--- src/rtl/rr_arb_pkg.sv ---
// rr_arb_pkg: shared defaults and FSM state encoding for the round-robin arbiters.
package rr_arb_pkg;
    localparam int DEF_N = 16;
    localparam int DEF_SW = 4;
    localparam int DEF_MAX_HOLD = 8;
    localparam logic IDLE = 1'b0;
    localparam logic GRANT = 1'b1;
endpackage

--- src/rtl/rr_priority_pick.sv ---
// rr_priority_pick: combinational rotating-priority finder, first set req bit at or after ptr.
module rr_priority_pick
    import rr_arb_pkg::*;
#(
    parameter int N = DEF_N,
    parameter int SW = DEF_SW
) (
    input  logic [N-1:0]  req,
    input  logic [SW-1:0] ptr,
    output logic [SW-1:0] idx,
    output logic          any
);
    logic [2*N-1:0] scan;
    // Low half keeps only bits >= ptr; the upper copy supplies the wrapped-around bits.
    always_comb begin
        scan = {req, req & ~((N'(1) << ptr) - N'(1))};
        idx = '0;
        for (int i = 2*N-1; i >= 0; i--)
            if (scan[i]) idx = SW'(i % N);
    end
    assign any = |req;
endmodule

--- src/rtl/rr_mux_arbiter.sv ---
// rr_mux_arbiter: round-robin owner of a shared N:1 mux select with hold limit and idle gap.
module rr_mux_arbiter
    import rr_arb_pkg::*;
#(
    parameter int N = DEF_N,
    parameter int SW = DEF_SW,
    parameter int MAX_HOLD = DEF_MAX_HOLD
) (
    input  logic          clk,
    input  logic          rst,
    input  logic [N-1:0]  req,
    input  logic          done,
    output logic [SW-1:0] sel,
    output logic [N-1:0]  grant,
    output logic          valid,
    output logic          timeout
);
    logic          state;
    logic [SW-1:0] ptr;
    logic [SW-1:0] idx;
    logic          any;
    logic [7:0]    hold_cnt;
    logic          at_limit;
    logic          rel;

    rr_priority_pick #(.N(N), .SW(SW)) u_pick (
        .req(req),
        .ptr(ptr),
        .idx(idx),
        .any(any)
    );

    assign at_limit = hold_cnt == 8'(MAX_HOLD);
    assign rel = done | ~req[sel] | at_limit;

    always_ff @(posedge clk) begin
        if (rst) begin
            state <= IDLE;
            sel <= '0;
            grant <= '0;
            valid <= 1'b0;
            timeout <= 1'b0;
            ptr <= '0;
            hold_cnt <= '0;
        end else if (state == IDLE) begin
            timeout <= 1'b0;
            if (any) begin
                state <= GRANT;
                sel <= idx;
                grant <= N'(1) << idx;
                valid <= 1'b1;
                hold_cnt <= 8'd1;
            end
        end else if (rel) begin
            state <= IDLE;
            grant <= '0;
            valid <= 1'b0;
            ptr <= (sel == SW'(N-1)) ? '0 : sel + 1'b1;
            hold_cnt <= '0;
            // Only a pure hold-limit expiry counts as a forced release.
            timeout <= at_limit & ~done & req[sel];
        end else begin
            hold_cnt <= hold_cnt + 8'd1;
        end
    end
endmodule

--- config.mk ---
export PLATFORM = sky130hd
export DESIGN_NAME = rr_mux_arbiter
export DESIGN_NICKNAME = d
export VERILOG_FILES = /design/src/rtl/rr_arb_pkg.sv /design/src/rtl/rr_priority_pick.sv /design/src/rtl/rr_mux_arbiter.sv
export SDC_FILE = /design/constraint.sdc
export NUM_CORES = 1
export LEC_CHECK = 0
export CORE_MARGIN = 2
export CORE_UTILIZATION = 45
export DETAILED_ROUTE_END_ITERATION = 8
export PLACE_DENSITY_LB_ADDON = 0.1
export SLEW_MARGIN = 0
export SYNTH_ARGS = -nofsm -noshare
export SYNTH_HDL_FRONTEND = slang
export SYNTH_HIERARCHICAL = 1
export SYNTH_SLANG_ARGS = --single-unit
--- constraint.sdc ---
create_clock -name clk -period 3.03 [get_ports clk]
set_input_delay 0.4545 -clock clk [delete_from_list [all_inputs] [get_ports clk]]
set_output_delay 0.4545 -clock clk [all_outputs]
set_load 0.02 [all_outputs]
# After elaboration in Yosys (flattened, before gate mapping)
# Cells that the tools add are included.
dict set report totals {
  register_bits 35
  latchBits 0
  ram_bits 0
  mem_bits_ro 0
  in_bits 19
  output_inout_bits 22
  elab_cells 78
  mem_count 0
}
dict set report op_classes {
  n_addsub 3
  multipliers 0
  n_div 0
  magnitude_cmp 1
  n_eq_ne 3
  n_shift 2
  n_mux 47
  bitwise 9
  reduce_logical 6
}
# cell count
set op_table {}
lappend op_table {{4-bit two-way mux} 33}
lappend op_table {{16-bit two-way mux} 3}
lappend op_table {{1-bit by 4-bit << shifter with 16-bit output, first input constant} 2}
lappend op_table {{8-bit two-way mux} 3}
lappend op_table {{16-bit bitwise AND} 1}
lappend op_table {{16-bit inverter} 1}
lappend op_table {{16-bit OR reduction} 1}
lappend op_table {{16-bit by 1-bit subtractor with 16-bit output, second input constant} 1}
lappend op_table {{8-bit by 1-bit adder with 8-bit output, second input constant} 1}
lappend op_table {{8-bit by 4-bit equality test with 1-bit output, second input constant} 1}
lappend op_table {{1-bit two-way mux} 7}
lappend op_table {{2-bit AND reduction} 3}
lappend op_table {{4-bit by 5-bit < comparator with 1-bit output, second input constant} 1}
lappend op_table {{4-bit by 1-bit adder with 4-bit output, second input constant} 1}
lappend op_table {{1-bit binary-select mux with 4-bit select} 1}
lappend op_table {{4-bit equality test, second input constant} 1}
lappend op_table {{1-bit inverter} 3}
lappend op_table {{1-bit bitwise AND} 2}
lappend op_table {{2-bit by 1-bit inequality test with 1-bit output, second input constant} 1}
lappend op_table {{1-bit bitwise OR} 2}
lappend op_table {{2-bit nonzero test} 1}
lappend op_table {{2-bit OR reduction} 1}

# Depth between registers and ports, before layout
# Gate-level depths: netlist of the first run.
dict set report logic_depth {
  depth_word 35
  ltp_mapped 15
}

# Modules after synthesis
# Netlist of the first run, hierarchy kept.
# module instances cells_each area_each_um2 seq_area_each_um2
set modules_own_cells {}
lappend modules_own_cells {rr_mux_arbiter 1 207 1716.6 700.7}
lappend modules_own_cells {rr_priority_pick 1 130 754.5 0.0}

# Worst setup path after synthesis of the first run
# OpenSTA, ideal clock, no wires.
dict set report synth_path {
  kind {reg2reg}
  start {register ptr[1]}
  end {register grant[7]}
  setup_time_ns 0.070
  arrival_ns 2.932
  required_ns 2.960
  setup_slack_ns 0.027
  stages_incl_launch_ff 15
  n_path_buf 1
  period_less_slack_ns 3.003
  path_cell_list {dfxtp_1 clkbuf_1 nor2_1 nand2_1 ha_1 or4b_4 o311a_4 or3_1 o221ai_1 nand4_1 a31oi_1 nand2_1 nor2_1 nand3_1 a21oi_1}
}
dict set report synth_via {
  elab_chain_cells 23
}
# item line
set synth_rtl {}
lappend synth_rtl {{from (decl)} rr_mux_arbiter.sv:19} ;# logic [SW-1:0] ptr;
lappend synth_rtl {{from (signal assigned)} rr_mux_arbiter.sv:58} ;# ptr <= (sel == SW'(N-1)) ? '0 : sel + 1'b1;
lappend synth_rtl {{1-bit by 4-bit << shifter with 16-bit output (*)} rr_priority_pick.sv:16} ;# scan = {req, req & ~((N'(1) << ptr) - N'(1))};
lappend synth_rtl {{16-bit by 1-bit subtractor with 16-bit output (*)} rr_priority_pick.sv:16}
lappend synth_rtl {{16-bit inverter (*)} rr_priority_pick.sv:16}
lappend synth_rtl {{16-bit bitwise AND (*)} rr_priority_pick.sv:16}
lappend synth_rtl {{4-bit two-way mux (15 in a row)} rr_priority_pick.sv:19} ;# if (scan[i]) idx = SW'(i % N);
lappend synth_rtl {{4-bit two-way mux (*)} rr_priority_pick.sv:19}
lappend synth_rtl {{via idx[0]} rr_mux_arbiter.sv:20} ;# logic [SW-1:0] idx;
lappend synth_rtl {{1-bit by 4-bit << shifter with 16-bit output (*)} rr_mux_arbiter.sv:50} ;# grant <= N'(1) << idx;
lappend synth_rtl {{16-bit two-way mux (*)} rr_mux_arbiter.sv:47} ;# if (any) begin
lappend synth_rtl {{16-bit two-way mux (*)} rr_mux_arbiter.sv:45} ;# end else if (state == IDLE) begin
lappend synth_rtl {{to (signal assigned)} rr_mux_arbiter.sv:50}
lappend synth_rtl {{to (decl)} rr_mux_arbiter.sv:14} ;# output logic [N-1:0] grant,
# Mark *: on every way through the listed nets, which the timed path passes. The rest lies on a longest branch. The select of a mux whose other input is x is not followed.
# A chain may end at the register's enable or synchronous reset.

# Worst setup path in the final report of the first run
dict set report layout_path {
  start {register ptr[2]}
  end {register grant[7]}
}
# Same word-level chain as after synthesis.

==> out/metrics.yaml, run 1 <==
global_routing:
  antenna_found_initial: 0
  grt_pass1_vias: 2447
  grtUsageTotal_pct: 24.4
  grt_pass1_wl_mm: 12.0
  grt_max_degree: 25
  globalRouteOverflowTotal: 0
synthesis:
  synth_top_cell_by_area: "dfxtp_1"
  synth_async_sr_flop_share_pct: 0
  syn_nets: 360
  yosys_register_bits: 35
  ys_warn_count: 6
  synth-main-ff-cell: "dfxtp_1"
  synth_compound_area_share_pct: 29.4
  synth-edff-count: 0
  syn_area_mm2: 0.00247
  ys_seq_area_share_pct: 28.4
  muxShareOfSynthArea_pct: 4.86
  synth.avg_cell_area_um2: 7.33
  synth_xor_area_share_pct: 2.13
  synth.distinct_cells: 58
  synth_top_area_share_pct: 28.4
  synth_fa_ha_area_share_pct: 2.03
  synthCells: 337
  ys_top_cells_by_area: "dfxtp_1 28%, nand2_1 7.1%, a21oi_1 6.7%"
  synth_top_family_by_area: "compound AO/OA/AOI/OAI gates"
  yosys.area_share.simple_pct: 27.2
place:
  post-dp-hpwl_mm: 5.24
  finalWeightedCongestion: 1.01
  dp_slack_ns: -0.0892
  port_buffers: 40
pwr:
  pwr-share-clk_pct: 27.9
  power_density_mw_per_mm2: 397
  leakage_nw: 1.20
  p_comb_share_pct: 32.7
  switching_share_pct: 33.8
  seqPwrFrac_pct: 39.4
  ir_worst_vdd_v: 0.000249
  power.switching_mw: 0.430
  p_int_mw: 0.842
  finalPower_mw: 1.27
final_layout:
  fill_cells: 498
  drive_gt1_share_pct: 12.9
  final_common_cell: "nand2_1"
  final_nets: 417
  final_cell_mix: "47 x nand2_1, 40 x clkdlybuf4s50_1, 35 x dfxtp_1"
  area_growth_pct: 29.6
  diodes: 0
routing:
  highest_layer: "met4"
  route.detailed.drc: 0
  drt_wl_total_mm: 7.21
  route.vias.total: 2718
  vias_per_cell: 5.86
  drt_iter0_markers: 243
  drt-wirelength-per-cell_um: 15.5
  ant_nets: 0
  wl_met2_mm: 3.04
  wl_met1_mm: 3.60
  dr.pass1.iters: 5
  wl_met3_um: 489
timing:
  worstMarginPinSlew_ns: 0.954
  maxSlewHeadroom_pct: 36.4
  setup_viol: 0
  finalHoldViolations: 0
  rsz0062_at_grt: "true"
  max_freq_mhz: 348
  fin_crit_ns: 2.87
  finalMaxSlewViolations: 0
  worst_slack_ns: 0.160
  fin_crit_sh_pct: 94.7
  clock_skew_ns: 0.00611
clock_tree:
  cts_root_buf: "clkbuf_8"
  cts_buffers: 5
  htreeDepth: 2
  tritoncts: "yes"
  clockBufferDepth: 2
  path_clk_slew_ns: 0.07
  cts_num_sinks: 35
  clock_latency_ns: 0.29
worst_setup_path:
  r2r-start: "ptr[2]"
  crit_arrival_ns: 3.09
  start_kind: "register"
  r2r_slack_ns: 0.16
  r2r_cells: 13
  r2r-end: "grant[7]"
  crit_family: "simple AND/OR/NAND/NOR gates"
  crit_slowest_cell: "or4b_4"
  slowest_delay_ns: 0.48
  worstPathMaxFanout: 6
  crit_type: "reg2reg"
  endpoint_kind: "register"
  cp.required_ns: 3.25
  cp_cell_sequence: "nor2_1 > nand3b_1 > ha_4 > or4b_4 > o311a_4 > or3_1 > o221ai_1 > nand4_1 > a31oi_4 > nand2_1 > nor2_2 > nand3_1 > a21oi_1"
  worst-path-buf-inv: 0
floorplanning:
  start_util_pct: 47.5
  die_w_um: 78.1
  coreArea_mm2: 0.00520
  dieArea_mm2: 0.00610
  io_pins: 41
  floorplan.rows: 26
  die_h_um: 78.1
hold_path:
  hold_class: "reg2reg"
  holdCritStartpoint: "grant[2]"
  min_to: "grant[2]"
  timing.hold.worst_path_depth: 2
run_status:
  status: "finished, final reports clean"
job:
  cap_viol_max_count: 0
[worst max path at each step]
stage	from	end	slack, ns	cells after the start
after floorplan	ptr[1]	grant[7]	0.03	14
after global placement	ptr[2]	grant[7]	0.06	13
after detailed placement	ptr[1]	grant[7]	-0.09	12
after CTS	ptr[1]	grant[7]	0.04	12
after global routing	ptr[2]	grant[1]	-0.1	13
final	ptr[2]	grant[7]	0.16	13
[power by group through the flow]
stage / combinational, mW / clock, mW / sequential, mW
floorplan: 0.226 / 0 / 0.516
global placement: 0.385 / 0 / 0.510
detailed placement: 0.385 / 0 / 0.511
CTS: 0.391 / 0.356 / 0.501
global route: 0.458 / 0.373 / 0.504
finish: 0.416 / 0.355 / 0.501
[synthesized netlist by cell type, types with 3 or more instances]
cell type,n
nor2_1,34
a22oi_1,3
and2_1,5
nand3_1,12
a211oi_1,4
xor2_1,3
o21ai_0,23
nand2_1,47
dfxtp_1,35
xnor2_1,3
a221oi_1,4
ha_1,4
mux2i_1,12
nand4_1,3
a21oi_1,33
buf_6,3
and3_1,4
nor2b_1,7
clkbuf_1,11
o21ai_1,15
inv_1,13
nor4_1,3
nor3_1,7
nand2b_1,5
[registers in the layout, indices dropped and copies added (netlist names)]
| register | flops |
|---|---|
| grant | 16 |
| hold_cnt | 8 |
| sel | 4 |
| state | 1 |
| timeout | 1 |
| ptr | 4 |
| valid | 1 |
[cells by family (layout without fill, tap and decap cells)]
logic type                 count (synthesis)  count (layout)
DFF                                       35              35
adders and majority gates                  4               4
and+or+nand+nor                          139             139
xor gates and xnor gates                   6               6
buffers and inverters                     31              88
muxes                                     12              12
AOI/OAI and AO/OA                        110             110
[cell type report]
class	count	area [µm²]	area share, %
well taps	70	87.6	2.74
clock buffers	6	82.6	2.58
repair buffers	68	608	19.0
clock inverters	1	5.00	0.156
multi-input cells	271	1670	52.1
flip-flops and latches	35	701	21.9
inverters	13	48.8	1.52
[timing repair]
action	CTS	global route
hold endpoints to repair	0	0
pin swaps	0	1
buffers inserted	0	2
hold buffers	0	0
resized for setup	2	7
endpoints found under the setup margin	8	16
[through the flow]
step / cells / setup TNS, ns / instance area, µm² / util (%) / hold slack, ns
after global placement: 455 / 0 / 3050 / 58.7 / 0.468
after floorplan: 337 / 0 / 2470 / - / 0.458
after CTS: 462 / 0 / 3150 / 60.5 / 0.483
after global routing: 464 / -0.610 / 3200 / 61.5 / 0.509
after detailed placement: 455 / -0.306 / 3050 / 58.7 / 0.473
final: 464 / 0 / 3200 / 61.5 / 0.479
[worst reg2reg max path, stage by stage, from the launching register on]
cell and delay [ns]:
dfxtp_1 0.34, nor2_1 0.07, nand3b_1 0.14, ha_4 0.19
or4b_4 0.48, o311a_4 0.15, or3_1 0.35, o221ai_1 0.16
nand4_1 0.17, a31oi_4 0.24, nand2_1 0.12, nor2_2 0.17
nand3_1 0.09, a21oi_1 0.12
[metal layers]
layer	global-route usage, %	vias up
li1	-	1333
met1	36.0	1275
met2	36.1	102
met3	4.60	8
met4	6.67	0
met5	0	-
(Power assumes the default switching activity.)
==> inputs of run 2 (changes only) <==
CORE_UTILIZATION = 48   (was 45)
REMOVE_ABC_BUFFERS = 1   (was unset)
==> out/metrics.yaml, run 2 (synthesis gave the netlist of run 1 again) <==
run_status:
  status: "finished, final reports clean"
clock_tree:
  clock_latency_ns: 0.29  # about the same
  cts_num_sinks: 35  # unchanged
  cts_setup_buffers: 0  # unchanged
  clockBufferDepth: 2  # unchanged
  tritoncts: "yes"
  cts_buffers: 5  # unchanged
  htreeDepth: 2  # unchanged
  cts_root_buf: "clkbuf_8"
  path_clk_slew_ns: 0.07  # about the same
worst_setup_path:
  endpoint_kind: "register"
  cp.required_ns: 3.25  # about the same
  start_kind: "register"
  r2r_cells: 12  # -1
  crit_type: "reg2reg"
  crit_arrival_ns: 3.05  # -0.04 ns
  r2r_slack_ns: 0.21  # +0.05 ns
  worstPathMaxFanout: 8  # +2
final_layout:
  diodes: 0  # unchanged
  top_register: "grant"
  top_regs: "grant (16), hold_cnt (8)"
  area_growth_pct: 29.6  # about the same
  fill_cells: 457  # -8.2%
  final_nets: 414  # -0.72%
  largest_reg_flops: 16  # unchanged
  drive_gt1_share_pct: 12.8  # -0.19 points
  final_cell_mix: "47 x nand2_1, 40 x clkdlybuf4s50_1, 34 x dfxtp_1"
  final_common_cell: "nand2_1"
  fin_cells: 462  # -0.43%
timing:
  clock_skew_ns: 0.00558  # -0.000535 ns
  finalHoldViolations: 0  # unchanged
  fin_crit_ns: 2.82  # -0.0463 ns
  max_freq_mhz: 354  # +1.6%
  rsz0062_at_grt: "true"
  worstMarginPinSlew_ns: 0.932  # -0.0215 ns
  maxSlewHeadroom_pct: 37.8  # +1.4 points
  setup-tns-final_ns: 0  # unchanged
  setup_viol: 0  # unchanged
  finalMaxSlewViolations: 0  # unchanged
  fin_crit_sh_pct: 93.2  # -1.5 points
floorplanning:
  die_h_um: 75.8  # -3.0%
  dieArea_mm2: 0.00574  # -5.9%
  io_pins: 41  # unchanged
  floorplan.rows: 26  # unchanged
  start_util_pct: 49.0  # +1.5 points
  coreArea_mm2: 0.00504  # -3.1%
  die_w_um: 75.8  # -3.0%
pwr:
  leakage_nw: 1.20  # -0.71%
  finalPower_mw: 1.29  # +1.3%
  power_density_mw_per_mm2: 402  # +1.2%
  ir_worst_vdd_v: 0.000284  # +14%
global_routing:
  grt_pass1_wl_mm: 11.2  # -7.4%
  grtUsageTotal_pct: 25.5  # +1.1 points
  antenna_found_initial: 0  # unchanged
  grt_max_degree: 30  # +20%
  grt_pass1_vias: 2318  # -5.3%
  globalRouteOverflowTotal: 0  # unchanged
job:
  cap_viol_max_count: 0  # unchanged
place:
  finalWeightedCongestion: 0.986  # -2.1%
  dp_cells: 454  # -0.22%
  port_buffers: 40  # unchanged
  post-dp-hpwl_mm: 5.40  # +2.9%
routing:
  dr.pass1.iters: 4  # -1
  route.detailed.drc: 0  # unchanged
  drt_wl_total_mm: 7.25  # +0.55%
  route.vias.total: 2690  # -1.0%
  vias_per_cell: 5.82  # -0.60%
  drt_iter0_markers: 150  # -38%
  ant_nets: 0  # unchanged
  drt-wirelength-per-cell_um: 15.7  # +0.99%
hold_path:
  hold_class: "reg2reg"
  timing.hold.worst_path_depth: 2  # unchanged
[run 2: power breakdown]
| group | leakage, nW | internal [mW] | total [mW] | switching, mW |
|---|---|---|---|---|
| Sequential | 0.284 | 0.479 | 0.500 | 0.0214 |
| Combinational | 0.861 | 0.182 | 0.412 | 0.230 |
| Clock | 0.0505 | 0.207 | 0.376 | 0.170 |
| Total | 1.20 | 0.868 | 1.29 | 0.421 |
[run 2: layer usage]
layer  wire length, µm  vias to the layer above  track usage [%]  share of wire (%)
li1                  -                     1321                -                  -
met1              3400                     1254             37.1                 47
met2              3280                      103             37.6                 45
met3               502                       12             6.75                6.9
met4                68                        0             5.65               0.94
met5                 0                        -                0                  0
[run 2: path summary, 6_finish.rpt]
path	start	end
hold / removal	grant[4]	grant[4]
setup reg to reg	ptr[1]	grant[7]
hold reg to reg	grant[4]	grant[4]
setup / recovery	ptr[1]	grant[7]
[run 2: critical path, cell delays in order, from the launching register on]
cell and delay (ns):
dfxtp_1 0.38, nand3b_1 0.17, ha_4 0.19, or4b_4 0.48
o311a_4 0.15, or3_1 0.35, o221ai_1 0.16, nand4_1 0.19
a31oi_4 0.21, nand2_1 0.11, nor2_2 0.16, nand3_1 0.09
a21oi_1 0.11
[run 2: repair_timing]
item | in CTS | in global routing
cloned | 0 | 0
pin swaps | 0 | 0
setup endpoints to repair | 2 | 16
resized for setup | 1 | 9
hold buffers | 0 | 0
[run 2: through the flow]
stage	instance area [µm²]	utilization, %	setup WS (ns)	hold slack [ns]
CTS	3150	62.5	0.0514	0.481
detailed placement	3050	60.4	0.00180	0.471
global placement	3050	60.4	0.0699	0.469
finish	3200	63.5	0.206	0.482
floorplan	2370	-	-0.153	0.464
global route	3200	63.5	-0.0429	0.503
[run 2: cell type report]
class / count / area, µm² / area share, %
timing repair buffer: 65 / 588 / 18.4
clock inverter: 1 / 7.51 / 0.234
inverter: 13 / 48.8 / 1.52
clock buffer: 7 / 96.3 / 3.01
multi-input combinational: 271 / 1670 / 52.2
tap: 70 / 87.6 / 2.73
sequential: 35 / 702 / 21.9
==> inputs of run 3 (changes only) <==
CORE_ASPECT_RATIO = 0.75   (was unset)
==> out/metrics.yaml, run 3 (synthesis gave the netlist of run 1 again) <==
run_status:
  status: "finished, final reports clean"
timing:
  fin_crit_sh_pct: 94.3  # +1.1 points
  worstMarginPinSlew_ns: 0.903  # -0.0290 ns
  worst_slack_ns: 0.171  # -0.0347 ns
  clock_skew_ns: 0.00305  # -0.00253 ns
  max_freq_mhz: 350  # -1.2%
  setup_viol: 0  # unchanged
  setup-tns-final_ns: 0  # unchanged
  finalMaxSlewViolations: 0  # unchanged
  finalHoldViolations: 0  # unchanged
  fin_crit_ns: 2.86  # +0.0347 ns
  maxSlewHeadroom_pct: 39.8  # +1.9 points
  whs_ns: 0.479  # -0.00230 ns
clock_tree:
  cts_root_buf: "clkbuf_8"
  cts_num_sinks: 35  # unchanged
  cts_buffers: 5  # unchanged
  htreeDepth: 2  # unchanged
  path_clk_slew_ns: 0.06  # about the same
  tritoncts: "yes"
  clockBufferDepth: 2  # unchanged
  clock_latency_ns: 0.29  # about the same
final_layout:
  diodes: 0  # unchanged
  final_nets: 412  # -0.48%
  top_register: "grant"
  final_common_cell: "nand2_1"
  drive_gt1_share_pct: 13.1  # +0.32 points
  top_regs: "grant (16), hold_cnt (8)"
  fill_cells: 452  # -1.1%
  area_growth_pct: 27.9
  largest_reg_flops: 16  # unchanged
  fin_cells: 450  # -2.6%
  finish.instance_area_mm2: 0.00316  # -1.3%
  final_cell_mix: "46 x nand2_1, 40 x clkdlybuf4s50_1, 35 x dfxtp_1"
floorplanning:
  coreArea_mm2: 0.00493  # -2.3%
  io_pins: 41  # unchanged
  floorplan.rows: 22  # -15%
  die_w_um: 86.9  # +15%
  start_util_pct: 50.2  # +1.1 points
  die_h_um: 66.1  # -13%
  dieArea_mm2: 0.00574  # +0.11%
place:
  port_buffers: 40  # unchanged
  finalWeightedCongestion: 1.03  # +4.7%
  post-dp-hpwl_mm: 5.25  # -2.7%
  dp_slack_ns: -0.0337  # -0.0355 ns
  dp_cells: 441  # -2.9%
  dpl-instance-area_mm2: 0.00301  # -1.1%
global_routing:
  grt_max_degree: 25  # -17%
  antenna_found_initial: 0  # unchanged
  grt_pass1_vias: 2405  # +3.8%
  globalRouteOverflowTotal: 0  # unchanged
  grtUsageTotal_pct: 25.7  # +0.18 points
  grt_pass1_wl_mm: 11.6  # +4.3%
hold_path:
  holdCritStartpoint: "grant[2]"
  hold_class: "reg2reg"
worst_setup_path:
  crit_type: "reg2reg"
  endpoint_kind: "register"
  cp.required_ns: 3.25  # about the same
  crit_start: "ptr[3]"
  start_kind: "register"
  worstPathMaxFanout: 12  # +4
  crit_arrival_ns: 3.08  # +0.03 ns
  r2r-start: "ptr[3]"
routing:
  ant_nets: 0  # unchanged
  drt_iter0_markers: 220  # +47%
  drt-wirelength-per-cell_um: 15.9  # +1.5%
  dr.pass1.iters: 7  # +3
  vias_per_cell: 5.93  # +1.8%
  drt_wl_total_mm: 7.17  # -1.2%
  route.detailed.drc: 0  # unchanged
  route.vias.total: 2668  # -0.82%
pwr:
  leakage_nw: 1.18  # -1.4%
  power_density_mw_per_mm2: 390  # -3.0%
  ir_worst_vdd_v: 0.000311  # +9.6%
job:
  cap_viol_max_count: 0  # unchanged
run 3: routing by layer:
layer / global-route usage (%) / wire, µm / vias to the layer above
met2: 35.0 / 2880 / 110
met1: 38.5 / 3600 / 1232
met3: 8.11 / 628 / 7
met5: 0 / 0 / -
met4: 6.25 / 60 / 0
li1: - / - / 1319
run 3: critical path, cell delays in order, from the launching register on:
cell	delay [ns]
dfxtp_1	0.32
nor2_2	0.15
nand3b_1	0.11
ha_2	0.21
buf_6	0.14
xor2_1	0.15
o311a_4	0.33
or3_1	0.36
o221ai_2	0.14
nand4_1	0.16
a31oi_4	0.27
nand2_2	0.11
nor2_4	0.15
nand3_1	0.09
a21oi_1	0.11
run 3: final timing paths:
kind                                  to  slack (ns)  depth (start not counted)
worst max-delay path            grant[7]        0.17                         14
worst min-delay path            grant[2]        0.48                          2
worst max register to register  grant[7]        0.17                         14
worst min register to register  grant[2]        0.48                          2
run 3: repair_timing:
item,4_1_cts,5_1_grt
gates resized for setup,2,13
setup endpoints to repair,12,16
pin swaps,0,6
hold buffers,0,0
cloned,0,0
buffers inserted,0,1
run 3: area by class of cell:
| type | instances | area, µm² | share of cell area, % |
|---|---|---|---|
| timing repair buffer | 63 | 577 | 18.2 |
| clock inverter | 1 | 5.00 | 0.158 |
| tap | 60 | 75.1 | 2.37 |
| sequential | 35 | 701 | 22.2 |
| inverter | 13 | 48.8 | 1.54 |
| clock buffer | 7 | 76.3 | 2.41 |
| multi-input combinational | 271 | 1680 | 53.1 |
run 3: stage by stage:
stage / utilization [%] / power (mW)
2_1_floorplan: - / 0.724
3_3_place_gp: 61.1 / 0.883
3_5_place_dp: 61.1 / 0.887
4_1_cts: 63.0 / 1.21
5_1_grt: 64.2 / 1.29
6_report: 64.2 / 1.23
run 3: power by group:
part | switching [mW] | internal (mW)
Sequential | 0.0230 | 0.479
Combinational | 0.231 | 0.179
Clock | 0.160 | 0.161
Total | 0.414 | 0.819
